### src/rtl/cpu_pipe_pkg.sv
// Shared types and defaults for the pipeline hazard controller.
// Holds the FSM state encoding and the default field widths.
package cpu_pipe_pkg;

    localparam int REG_W = 5;
    localparam int PC_W  = 5;

    localparam logic [2:0] JUMP_NONE = 3'd0;

    typedef enum logic [1:0] {
        ST_RUN      = 2'd0,
        ST_MEM_WAIT = 2'd1,
        ST_REFILL   = 2'd2
    } state_t;

endpackage

### src/rtl/sat_counter.sv
// Saturating up-counter with synchronous clear.
// Clear wins over increment; the count holds once it reaches all ones.
module sat_counter #(
    parameter int CNT_W = 16
) (
    input  logic             clk,
    input  logic             clear,
    input  logic             inc,
    output logic [CNT_W-1:0] count
);

    always_ff @(posedge clk) begin
        if (clear) begin
            count <= '0;
        end else if (inc && (count != '1)) begin
            count <= count + CNT_W'(1);
        end
    end

endmodule

### src/rtl/pipeline_hazard_ctrl.sv
// Stall/flush sequencer for the 5-stage pipeline: memory waits, MEM-stage redirects
// and load-use hazards, plus saturating stall/flush counters.
//
// state       | meaning
// ------------+-----------------------------------------------------------
// ST_RUN      | normal issue; load-use, redirect and memory-wait detection
// ST_MEM_WAIT | pipeline frozen until dmem_ack or the wait timer expires
// ST_REFILL   | IF/ID held as bubble while imem refetches after a redirect
module pipeline_hazard_ctrl #(
    parameter int PC_W          = cpu_pipe_pkg::PC_W,
    parameter int REG_W         = cpu_pipe_pkg::REG_W,
    parameter int REFILL_CYCLES = 1,
    parameter int MEM_TIMEOUT   = 64,
    parameter int CNT_W         = 16
) (
    input  logic             clk,
    input  logic             rst,
    input  logic [REG_W-1:0] id_rs,
    input  logic [REG_W-1:0] id_rt,
    input  logic             id_uses_rt,
    input  logic             ex_mem_to_reg,
    input  logic [REG_W-1:0] ex_write_reg,
    input  logic [2:0]       mem_jump_type,
    input  logic             mem_branch_taken,
    input  logic [PC_W-1:0]  mem_target_pc,
    input  logic             dmem_req,
    input  logic             dmem_ack,
    output logic             pc_en,
    output logic             ifid_en,
    output logic             idex_en,
    output logic             exmem_en,
    output logic             memwb_en,
    output logic             ifid_flush,
    output logic             idex_flush,
    output logic             exmem_flush,
    output logic             pc_sel,
    output logic [PC_W-1:0]  redirect_pc,
    output logic [CNT_W-1:0] stall_count,
    output logic [CNT_W-1:0] flush_count,
    output logic             dmem_timeout
);

    import cpu_pipe_pkg::*;

    localparam int WAIT_W = $clog2(MEM_TIMEOUT);
    localparam int REF_W  = (REFILL_CYCLES > 0) ? $clog2(REFILL_CYCLES + 1) : 1;

    state_t            state, state_nxt;
    logic [WAIT_W-1:0] wait_cnt, wait_nxt;
    logic [REF_W-1:0]  refill_cnt, refill_nxt;
    logic              ret_refill, ret_nxt;
    logic              timeout_set;
    logic              redirect_evt;
    logic              load_use;
    logic              redirect;
    logic              mem_stall;

    assign redirect_pc = mem_target_pc;

    assign load_use  = ex_mem_to_reg && (ex_write_reg != '0) &&
                       ((ex_write_reg == id_rs) || (id_uses_rt && (ex_write_reg == id_rt)));
    assign redirect  = (mem_jump_type != JUMP_NONE) && mem_branch_taken;
    assign mem_stall = dmem_req && !dmem_ack;

    always_ff @(posedge clk) begin
        if (rst) begin
            state        <= ST_RUN;
            wait_cnt     <= '0;
            refill_cnt   <= '0;
            ret_refill   <= 1'b0;
            dmem_timeout <= 1'b0;
        end else begin
            state      <= state_nxt;
            wait_cnt   <= wait_nxt;
            refill_cnt <= refill_nxt;
            ret_refill <= ret_nxt;
            if (timeout_set) begin
                dmem_timeout <= 1'b1;
            end
        end
    end

    always_comb begin
        pc_en        = 1'b1;
        ifid_en      = 1'b1;
        idex_en      = 1'b1;
        exmem_en     = 1'b1;
        memwb_en     = 1'b1;
        ifid_flush   = 1'b0;
        idex_flush   = 1'b0;
        exmem_flush  = 1'b0;
        pc_sel       = 1'b0;
        state_nxt    = state;
        wait_nxt     = wait_cnt;
        refill_nxt   = refill_cnt;
        ret_nxt      = ret_refill;
        timeout_set  = 1'b0;
        redirect_evt = 1'b0;

        if (rst) begin
            ifid_flush  = 1'b1;
            idex_flush  = 1'b1;
            exmem_flush = 1'b1;
        end else begin
            case (state)
                ST_MEM_WAIT: begin
                    if (dmem_ack) begin
                        state_nxt = ret_refill ? ST_REFILL : ST_RUN;
                        wait_nxt  = '0;
                    end else if (wait_cnt == '0) begin
                        // Wait timer expired: let MEM advance with whatever it has.
                        timeout_set = 1'b1;
                        state_nxt   = ret_refill ? ST_REFILL : ST_RUN;
                    end else begin
                        {pc_en, ifid_en, idex_en, exmem_en, memwb_en} = 5'b00000;
                        wait_nxt = wait_cnt - WAIT_W'(1);
                    end
                end
                default: begin
                    if (mem_stall) begin
                        // This cycle already counts as the first wait cycle.
                        {pc_en, ifid_en, idex_en, exmem_en, memwb_en} = 5'b00000;
                        ret_nxt   = (state == ST_REFILL);
                        wait_nxt  = WAIT_W'(MEM_TIMEOUT - 2);
                        state_nxt = ST_MEM_WAIT;
                    end else if (redirect) begin
                        pc_sel       = 1'b1;
                        ifid_flush   = 1'b1;
                        idex_flush   = 1'b1;
                        exmem_flush  = 1'b1;
                        redirect_evt = 1'b1;
                        if (REFILL_CYCLES > 0) begin
                            state_nxt  = ST_REFILL;
                            refill_nxt = REF_W'(REFILL_CYCLES);
                        end else begin
                            state_nxt = ST_RUN;
                        end
                    end else begin
                        if (state == ST_REFILL) begin
                            ifid_flush = 1'b1;
                            if (refill_cnt <= REF_W'(1)) begin
                                state_nxt  = ST_RUN;
                                refill_nxt = '0;
                            end else begin
                                refill_nxt = refill_cnt - REF_W'(1);
                            end
                        end else begin
                            state_nxt = ST_RUN;
                        end
                        if (load_use) begin
                            pc_en      = 1'b0;
                            ifid_en    = 1'b0;
                            idex_flush = 1'b1;
                        end
                    end
                end
            endcase
        end
    end

    sat_counter #(.CNT_W(CNT_W)) u_stall_cnt (
        .clk   (clk),
        .clear (rst),
        .inc   (!rst && !pc_en),
        .count (stall_count)
    );

    sat_counter #(.CNT_W(CNT_W)) u_flush_cnt (
        .clk   (clk),
        .clear (rst),
        .inc   (redirect_evt),
        .count (flush_count)
    );

endmodule

### config.mk
export PLATFORM = sky130hd
export DESIGN_NAME = pipeline_hazard_ctrl
export DESIGN_NICKNAME = d
export VERILOG_FILES = /design/src/rtl/cpu_pipe_pkg.sv /design/src/rtl/sat_counter.sv /design/src/rtl/pipeline_hazard_ctrl.sv
export SDC_FILE = /design/constraint.sdc
export NUM_CORES = 1
export LEC_CHECK = 0
export ABC_AREA = 1
export CAP_MARGIN = 20
export CELL_PAD_IN_SITES_DETAIL_PLACEMENT = 1
export CELL_PAD_IN_SITES_GLOBAL_PLACEMENT = 1
export CORE_MARGIN = 2
export CORE_UTILIZATION = 33
export DETAILED_ROUTE_END_ITERATION = 10
export PLACE_DENSITY_LB_ADDON = 0.1
export SLEW_MARGIN = 20
export SYNTH_ARGS = -nofsm -noshare
export SYNTH_HDL_FRONTEND = slang
export SYNTH_HIERARCHICAL = 1
export SYNTH_SLANG_ARGS = --single-unit
### constraint.sdc
create_clock -name clk -period 2.76 [get_ports clk]
set_input_delay 0.69 -clock clk [delete_from_list [all_inputs] [get_ports clk]]
set_output_delay 0.69 -clock clk [all_outputs]
set_load 0.05 [all_outputs]
Word level (Yosys, flattened, before mapping) --
Cells that the tools add are included.
Operators by class: reduce and logical (&&, ||, !) cells 21, muxes and demuxes 43, bitwise logic cells 2, add/sub/neg operators 4, eq/ne operators 9, order comparisons 1
Operators by type and width (count):
- $add A16 B1 Y16 const B | 2
- $ne A16 B16 Y1 const B | 2
- $mux W1 | 31
- $mux W6 | 4
- $mux W2 | 8
- $eq A5 B5 Y1 | 2
- $logic_and A1 B1 Y1 | 8
- $logic_not A6 Y1 | 1
- $ne A3 B3 Y1 const B | 2
- $reduce_and A2 Y1 | 3
- $sub A6 B1 Y6 const B | 1
- $ne A5 B3 Y1 const B | 1
- $reduce_bool A5 Y1 | 1
- $reduce_bool A2 Y1 | 2
- $logic_not A1 Y1 | 3
- $reduce_and A3 Y1 | 1
- $reduce_bool A3 Y1 | 1
- $eq A2 B1 Y1 const B | 1
- $eq A2 B2 Y1 const B | 1
- $not A1 Y1 | 2
- $le A1 B1 Y1 const B | 1
- $logic_or A1 B1 Y1 | 1
- $sub A1 B1 Y1 const B | 1
Word-level totals: bits of input ports 30, register bits 43, output and inout bits 47

Longest topological paths before layout --
Gate-level depths: netlist (run 1).
depth in word-level cells 12, mapped depth 18

Cells and area by module --
Netlist (run 1), hierarchy kept.
Modules (own cells, without submodules):
- sat_counter at u_stall_cnt | cells an instance 161, area each 987.2 um^2, seq. area each 320.3 um^2, times used 1
- pipeline_hazard_ctrl | cells an instance 166, area each 952.2 um^2, seq. area each 200.2 um^2, times used 1
- sat_counter at u_flush_cnt | cells an instance 149, area each 929.6 um^2, seq. area each 320.3 um^2, times used 1

Worst setup path before layout (run 1) --
OpenSTA, ideal clock, no wires.
path kind input -> output, start point input port ex_write_reg[3], end point output port idex_flush, cell stages on the path 8, slack -0.121 ns, arrival 2.191 ns, buffers on the path 0, path through inv_1 > nand2_1 > nand2_1 > nor2_1 > nand3_1 > nand2_1 > nand2_1 > o21ai_0
On the way: longest elaborated chain between the ends 9
Ends and longest elaborated chain:
- from (decl) | RTL line pipeline_hazard_ctrl.sv:22 | input logic [REG_W-1:0] ex_write_reg,
- $eq A5 B5 Y1 | RTL line pipeline_hazard_ctrl.sv:61 | ((ex_write_reg == id_rs) || (id_uses_rt && (ex_write_reg == id_rt)));
- $logic_and A1 B1 Y1 | RTL line pipeline_hazard_ctrl.sv:61
- $logic_or A1 B1 Y1 | RTL line pipeline_hazard_ctrl.sv:61
- $logic_and A1 B1 Y1 * | RTL line pipeline_hazard_ctrl.sv:60 | assign load_use = ex_mem_to_reg && (ex_write_reg != '0) &&
- $mux W1 * | RTL line pipeline_hazard_ctrl.sv:150 | if (load_use) begin
- $mux W1 * | RTL line pipeline_hazard_ctrl.sv:126 | end else if (redirect) begin
- $mux W1 * | RTL line pipeline_hazard_ctrl.sv:120 | if (mem_stall) begin
- $mux W1 * | RTL line pipeline_hazard_ctrl.sv:105 | case (state)
- $mux W1 * | RTL line pipeline_hazard_ctrl.sv:100 | if (rst) begin
- to (decl) | RTL line pipeline_hazard_ctrl.sv:34 | output logic idex_flush,
Every way passes the cells marked *; elsewhere a longest branch is shown, timed or not.

Final worst setup path (run 1) --
start point input port dmem_req, end point output port pc_en
On the way: longest elaborated chain between the ends 4
Ends and longest elaborated chain:
- from (decl) | RTL line pipeline_hazard_ctrl.sv:26 | input logic dmem_req,
- $logic_and A1 B1 Y1 | RTL line pipeline_hazard_ctrl.sv:63 | assign mem_stall = dmem_req && !dmem_ack;
- $mux W1 | RTL line pipeline_hazard_ctrl.sv:120
- $mux W1 | RTL line pipeline_hazard_ctrl.sv:105
- $mux W1 | RTL line pipeline_hazard_ctrl.sv:100
- to (decl) | RTL line pipeline_hazard_ctrl.sv:28 | output logic pc_en,
Every way passes these cells.

==> results of run 1 <==
-- kinds of logic (layout without fill, tap and decap cells) --
group / after synthesis / after routing / synth area share, %
simple gates: 331 / 331 / 53.5
buf+inv: 75 / 156 / 11.2
flops: 42 / 42 / 29.3
compound gates: 24 / 24 / 4.36
fa+ha+maj: 3 / 3 / 1.31
xor+xnor: 1 / 1 / 0.305
-- through the flow --
stage / hold slack [ns] / util (%)
after floorplan: 0.456 / -
after global placement: 0.444 / 43.7
after detailed placement: 0.452 / 43.7
after CTS: 0.467 / 45.0
after global routing: 0.488 / 45.7
final: 0.460 / 45.7
-- layout make-up --
cell class / count / area (um2) / share of cell area [%]
Clock buffer: 6 / 72.6 / 1.85
Clock inverter: 2 / 37.5 / 0.955
Inverter: 63 / 236 / 6.02
Multi-Input combinational cell: 359 / 1720 / 43.9
Sequential cell: 42 / 841 / 21.4
Tap cell: 108 / 135 / 3.44
Timing Repair Buffer: 85 / 883 / 22.5
-- power breakdown --
group / internal, uW / switching, uW / leakage, uW / total (uW)
combinational: 141 / 179 / 0.00146 / 320
sequential: 620 / 16.0 / 0.000340 / 636
clock: 270 / 224 / 0.0000514 / 494
-- worst max-delay path by stage --
stage / from / to / depth (start not counted)
floorplan: dmem_ack / pc_en / 11
global placement: dmem_ack / ifid_en / 12
detailed placement: ex_write_reg[0] / u_stall_cnt/count[11] / 17
CTS: ex_write_reg[3] / pc_en / 11
global route: id_rt[3] / idex_flush / 10
finish: dmem_req / pc_en / 11
-- sequential cells by signal, indices dropped and copies added (netlist names) --
| register | cells |
|---|---|
| u_flush_cnt/count | 16 |
| ret_refill | 1 |
| state | 2 |
| wait_cnt | 6 |
| u_stall_cnt/count | 16 |
| dmem_timeout | 1 |
-- layout by cell type, fill, tap and decap left out, types with 2 or more instances in the layout --
master / count
nand2_1: 154
nor2_1: 88
inv_1: 59
clkdlybuf4s50_1: 43
dfxtp_1: 42
nand3_1: 31
buf_4: 22
nor2_2: 21
a21oi_1: 19
dlymetal6s2s_1: 12
nand2_2: 8
nand4_1: 6
nand2_4: 6
buf_12: 6
clkbuf_8: 5
nor2_4: 5
inv_2: 3
ha_1: 3
o21ai_0: 2
nand3_2: 2
nor3_2: 2
or2_2: 2
dlygate4sd2_1: 2
nor2_8: 2
-- layer usage --
| layer | routed length [um] | share of wire, % | GRT usage (%) | vias up |
|---|---|---|---|---|
| met1 | 3700 | 46 | 21.3 | 1432 |
| met3 | 176 | 2.2 | 2.88 | 2 |
| met5 | 0 | 0 | 0 | - |
| met2 | 4110 | 51 | 31.6 | 36 |
| met4 | 36 | 0.45 | 2.88 | 0 |
| li1 | - | - | - | 1603 |
-- synthesized netlist by cell type (all sizes together) (3+ instances only) --
cell and number:
a21oi 20, buf 11, dfxtp 42, ha 3, inv 62, nand2 168, nand3 33, nand4 7
nor2 116, nor3 4, o21ai 3, or2 3
-- worst register-to-register path: cells and delay by family, from the launching register on --
family	cells	cell delay (ns)
adder cells (fa/ha/maj)	1	0.22
flip-flops	1	0.39
AO/OA/AOI/OAI	1	0.13
buffers and inverters	3	0.34
AND/OR/NAND/NOR	12	1.09
-- what timing repair did --
action | in CTS | in global routing
pin swaps | 0 | 12
buffers inserted | 0 | 3
setup endpoints to repair | 3 | 6
resized for setup | 4 | 15
==> results.py, run 1 <==
metrics = {
    "run_status": {
        "status": "finished clean",
    },
    "setup_path": {
        "cp_slowest_cell": "clkdlybuf4s50_1",
        "r2r-start": "wait_cnt[0]",
        "rrSetupSlack_ns": 0.46,
        "worstPathArrival_ns": 1.97,
        "crit_path_frequent_cell": "nand2_4",
        "crit_path_cell_trace": "clkdlybuf4s50_1, nand2_4, nand2_4, inv_2, nand3_2, nand2_2, inv_2, nand2_1, inv_1, nand2_4, buf_12",
        "end_kind": "primary output",
        "max_stage_delay_ns": 0.50,
        "cp_max_fo": 3,
        "worstSetupPathType": "input pin to primary output",
        "r2r_end": "u_stall_cnt/count[11]",
        "crit_buf_inv": 5,
        "cp-start-kind": "input pin",
        "cp.required_ns": 2.07,
        "path_delay_family": "buffers and inverters",
        "rr_worst_depth": 17,
    },
    "route": {
        "ant_nets": 0,
        "remaining_drc_errors": 0,
        "routed_wl_um": 8020,
        "drt_pass1_iterations": 4,
        "via_per_inst": 4.62,
        "wl_per_cell_um": 12.1,
        "drtIter0Drc": 54,
        "vias": 3073,
    },
    "placed_design": {
        "placed_cell_area_um2": 3750,
        "dp.cells": 654,
        "place_hpwl_um": 6340,
        "port_buffers": 66,
        "globalplace.congestion": 0.788,
        "detailedPlace.worstSlack_ns": -0.101,
    },
    "floorplan": {
        "die_y_um": 97.2,
        "io_pins": 77,
        "dieArea_um2": 9460,
        "rows": 34,
        "die_w_um": 97.2,
        "start_util_pct": 33.4,
        "fp.coreArea_um2": 8590,
    },
    "worst_hold_path": {
        "hold_start": "dmem_timeout",
        "holdPathStages": 2,
        "whs_endpoint": "dmem_timeout",
        "hp-class": "register to register",
    },
    "timing": {
        "hold_violations": 0,
        "fin_ws_ns": 0.0976,
        "slew_violations": 0,
        "final.setup.tns_ns": 0,
        "worst_pin_slew_ns": 0.539,
        "clock_skew_ns": 0.00764,
        "period_needed_ns": 2.66,
        "setup-violations-final": 0,
        "fmax_mhz": 376,
        "period_share_pct": 96.5,
        "maxSlewHeadroom_pct": 64.0,
    },
    "global_routing": {
        "grt.overflow.total": 0,
        "grt_max_degree": 17,
        "antenna_found_initial": 0,
        "grt_pass1_wl_um": 13800,
        "grt_util_all_layers_pct": 17.2,
        "grt_pass1_vias": 3070,
    },
    "layout": {
        "fin_cells": 665,
        "nNetsFinal": 589,
        "num_antenna_cells": 0,
        "synthToLayoutAreaGrowth_pct": 36.9,
        "fill_cells": 1150,
        "final_cell_area_um2": 3930,
        "layout-drive-gt1-share_pct": 16.2,
    },
    "clock_tree": {
        "cts_tree": "built",
        "postCtsHoldBufs": 0,
        "clkSlewWorstSetupHoldPaths_ns": 0.09,
        "cts_buffers": 5,
        "cts_root_buffer": "clkbuf_8",
        "clockBufferDepth": 2,
        "insertion_delay_ns": 0.29,
        "cts_sinks": 42,
        "htree_levels": 2,
    },
    "power_and_ir_drop": {
        "power_uw": 1450,
        "p_leak_uw": 0.00185,
        "max-vdd-ir-drop_uv": 266,
        "pwr_density_cell_nw_per_um2": 369,
    },
    "logic_synthesis": {
        "synth-edff-count": 0,
        "async_flop_share_pct": 0,
        "synth_area_leader_cell": "dfxtp_1",
        "ys_top_cells_by_area": "dfxtp_1 (29%), nand2_1 (21%), nor2_1 (12%)",
        "synth-seq-cells": 42,
        "synth.distinct_cells": 29,
        "synthesis.area_um2": 2870,
        "yosysWarnings": 6,
        "syn_inst": 476,
        "syn_nets": 509,
        "ys.flop_type": "dfxtp_1",
        "syn_area_per_cell_um2": 6.03,
        "ys_seq_area_share_pct": 29.3,
        "synth_top_area_share_pct": 29.3,
    },
    "flow_run": {
        "cap_violations": 0,
    },
}
(Power assumes the default switching activity.)
==> run 2: changes to the inputs <==
Settings changed: CORE_MARGIN 2 to default, GPL_TIMING_DRIVEN from default to 0.
==> results.py, run 2 (same netlist as run 1, synthesis figures left out) <==
metrics = {
    "run_status": {
        "status": "finished clean",
    },
    "clock_tree": {
        "insertion_delay_ns": 0.30,
        "clockBufferDepth": 2,
        "cts_tree": "built",
        "cts_buffers": 5,
        "htree_levels": 2,
        "postCtsHoldBufs": 0,
        "clkSlewWorstSetupHoldPaths_ns": 0.09,
        "cts_sinks": 42,
        "cts_root_buffer": "clkbuf_8",
    },
    "power_and_ir_drop": {
        "pwr_density_cell_nw_per_um2": 375,
        "power.switching_uw": 431,
        "p_leak_uw": 0.00172,
        "clock_power_share_pct": 34.5,
        "combPwrFrac_pct": 21.5,
        "intPower_uw": 1010,
        "seqPwrFrac_pct": 44.0,
        "power_uw": 1440,
        "max-vdd-ir-drop_uv": 327,
        "sw_frac_of_total_pct": 29.9,
    },
    "setup_path": {
        "cp_max_fo": 3,
        "max_stage_delay_ns": 0.46,
        "cp-start-kind": "input pin",
        "cp.required_ns": 2.07,
        "cp_slowest_cell": "clkdlybuf4s50_1",
        "r2r-start": "wait_cnt[0]",
        "worstSetupStartpoint": "id_rt[0]",
        "crit_path_cell_trace": "clkdlybuf4s50_1, inv_1, nand2_1, nand2_1, nor2_1, nand3_1, nand2_1, nand2_2, nand2_2, nand2_2, buf_4, buf_6",
        "worstSetupPathType": "input pin to primary output",
        "worstPathArrival_ns": 2.03,
        "end_kind": "primary output",
    },
    "timing": {
        "setup-violations-final": 0,
        "clock_skew_ns": 0.00708,
        "slew_violations": 0,
        "rsz0062_at_grt": "true",
        "worst_pin_slew_ns": 0.504,
        "fmax_mhz": 368,
        "period_share_pct": 98.5,
        "hold_violations": 0,
        "period_needed_ns": 2.72,
        "maxSlewHeadroom_pct": 66.3,
    },
    "placed_design": {
        "port_buffers": 71,
        "globalplace.congestion": 0.783,
        "dp.cells": 652,
        "place_hpwl_um": 6370,
    },
    "layout": {
        "layout_common_cells": "nand2_1 (154), nor2_1 (86), inv_1 (57), clkdlybuf4s50_1 (52), dfxtp_1 (42)",
        "num_antenna_cells": 0,
        "nNetsFinal": 590,
        "final_common_cell": "nand2_1",
        "layout-drive-gt1-share_pct": 15.9,
        "synthToLayoutAreaGrowth_pct": 34.0,
        "reg.largest.list": "u_flush_cnt/count x16, u_stall_cnt/count x16, wait_cnt x6",
        "fin_util_pct": 46.3,
        "fin_cells": 663,
    },
    "route": {
        "drt_pass1_iterations": 4,
        "routed_wl_um": 7960,
        "drtIter0Drc": 52,
        "ant_nets": 0,
        "wl_per_cell_um": 12.0,
        "vias": 3122,
        "via_per_inst": 4.71,
        "remaining_drc_errors": 0,
    },
    "floorplan": {
        "dieArea_um2": 9070,
        "start_util_pct": 34.6,
        "die_w_um": 95.2,
        "rows": 33,
        "die_y_um": 95.2,
        "io_pins": 77,
        "fp.coreArea_um2": 8300,
    },
    "worst_hold_path": {
        "hp-class": "register to register",
        "hold_start": "dmem_timeout",
    },
    "global_routing": {
        "grt.overflow.total": 0,
        "antenna_found_initial": 0,
        "grt_pass1_wl_um": 13700,
        "grt_max_degree": 14,
        "grt_pass1_vias": 3112,
        "grt_util_all_layers_pct": 19.1,
    },
    "flow_run": {
        "cap_violations": 0,
    },
}
-- run 2: per-layer routing --
metal,share of wire [%],wire length [um],vias to the layer above,GRT usage (%)
met5,0,0,-,0
met3,3.1,250,13,2.79
met4,1.1,91,0,4.55
met1,44,3510,1443,22.6
li1,-,-,1611,-
met2,52,4100,55,35.7
-- run 2: area by class of cell --
cell class / instances / area [um2]
well taps: 105 / 131
clock buffers: 6 / 72.6
inverters: 63 / 236
repair buffers: 74 / 717
clock inverters: 2 / 37.5
fillers: 1119 / 4450
multi-input cells: 359 / 1720
plain buffers: 12 / 85.1
flip-flops and latches: 42 / 841
-- run 2: worst paths after layout --
path                                end  slack, ns  cells after the start
hold / removal             dmem_timeout       0.46                      2
hold reg to reg            dmem_timeout       0.46                      2
setup / recovery                  pc_en       0.04                     12
setup reg to reg  u_stall_cnt/count[11]       0.42                     17
-- run 2: power by group through the flow --
stage / Sequential, uW / Combinational, uW / Clock, uW
after detailed placement: 649 / 310 / 0
after global placement: 649 / 301 / 0
after floorplan: 662 / 188 / 0
after CTS: 635 / 303 / 524
final: 635 / 310 / 498
after global routing: 638 / 342 / 547
-- run 2: per-stage QoR --
stage                     setup slack (ns)  instance area, um2  hold WS, ns  TNS, ns
after floorplan                    0.00655                2870        0.456        0
after global placement              -0.919                3710        0.438    -8.88
after detailed placement            -0.948                3710        0.452   -10.25
after CTS                         -0.00791                3800        0.465  -0.0117
after global routing               -0.0895                3840        0.486   -0.219
final                               0.0413                3840        0.460        0
-- run 2: worst max-delay path, delay by kind of cell --
family / cells / cell delay (ns)
buf+inv: 4 / 0.79
simple gates: 8 / 0.55
-- run 2: repair_timing --
item | CTS | global route
gates cloned | 0 | 0
setup buffers | 0 | 3
pin swaps | 1 | 5
setup endpoints to repair | 11 | 12
resized for setup | 50 | 20
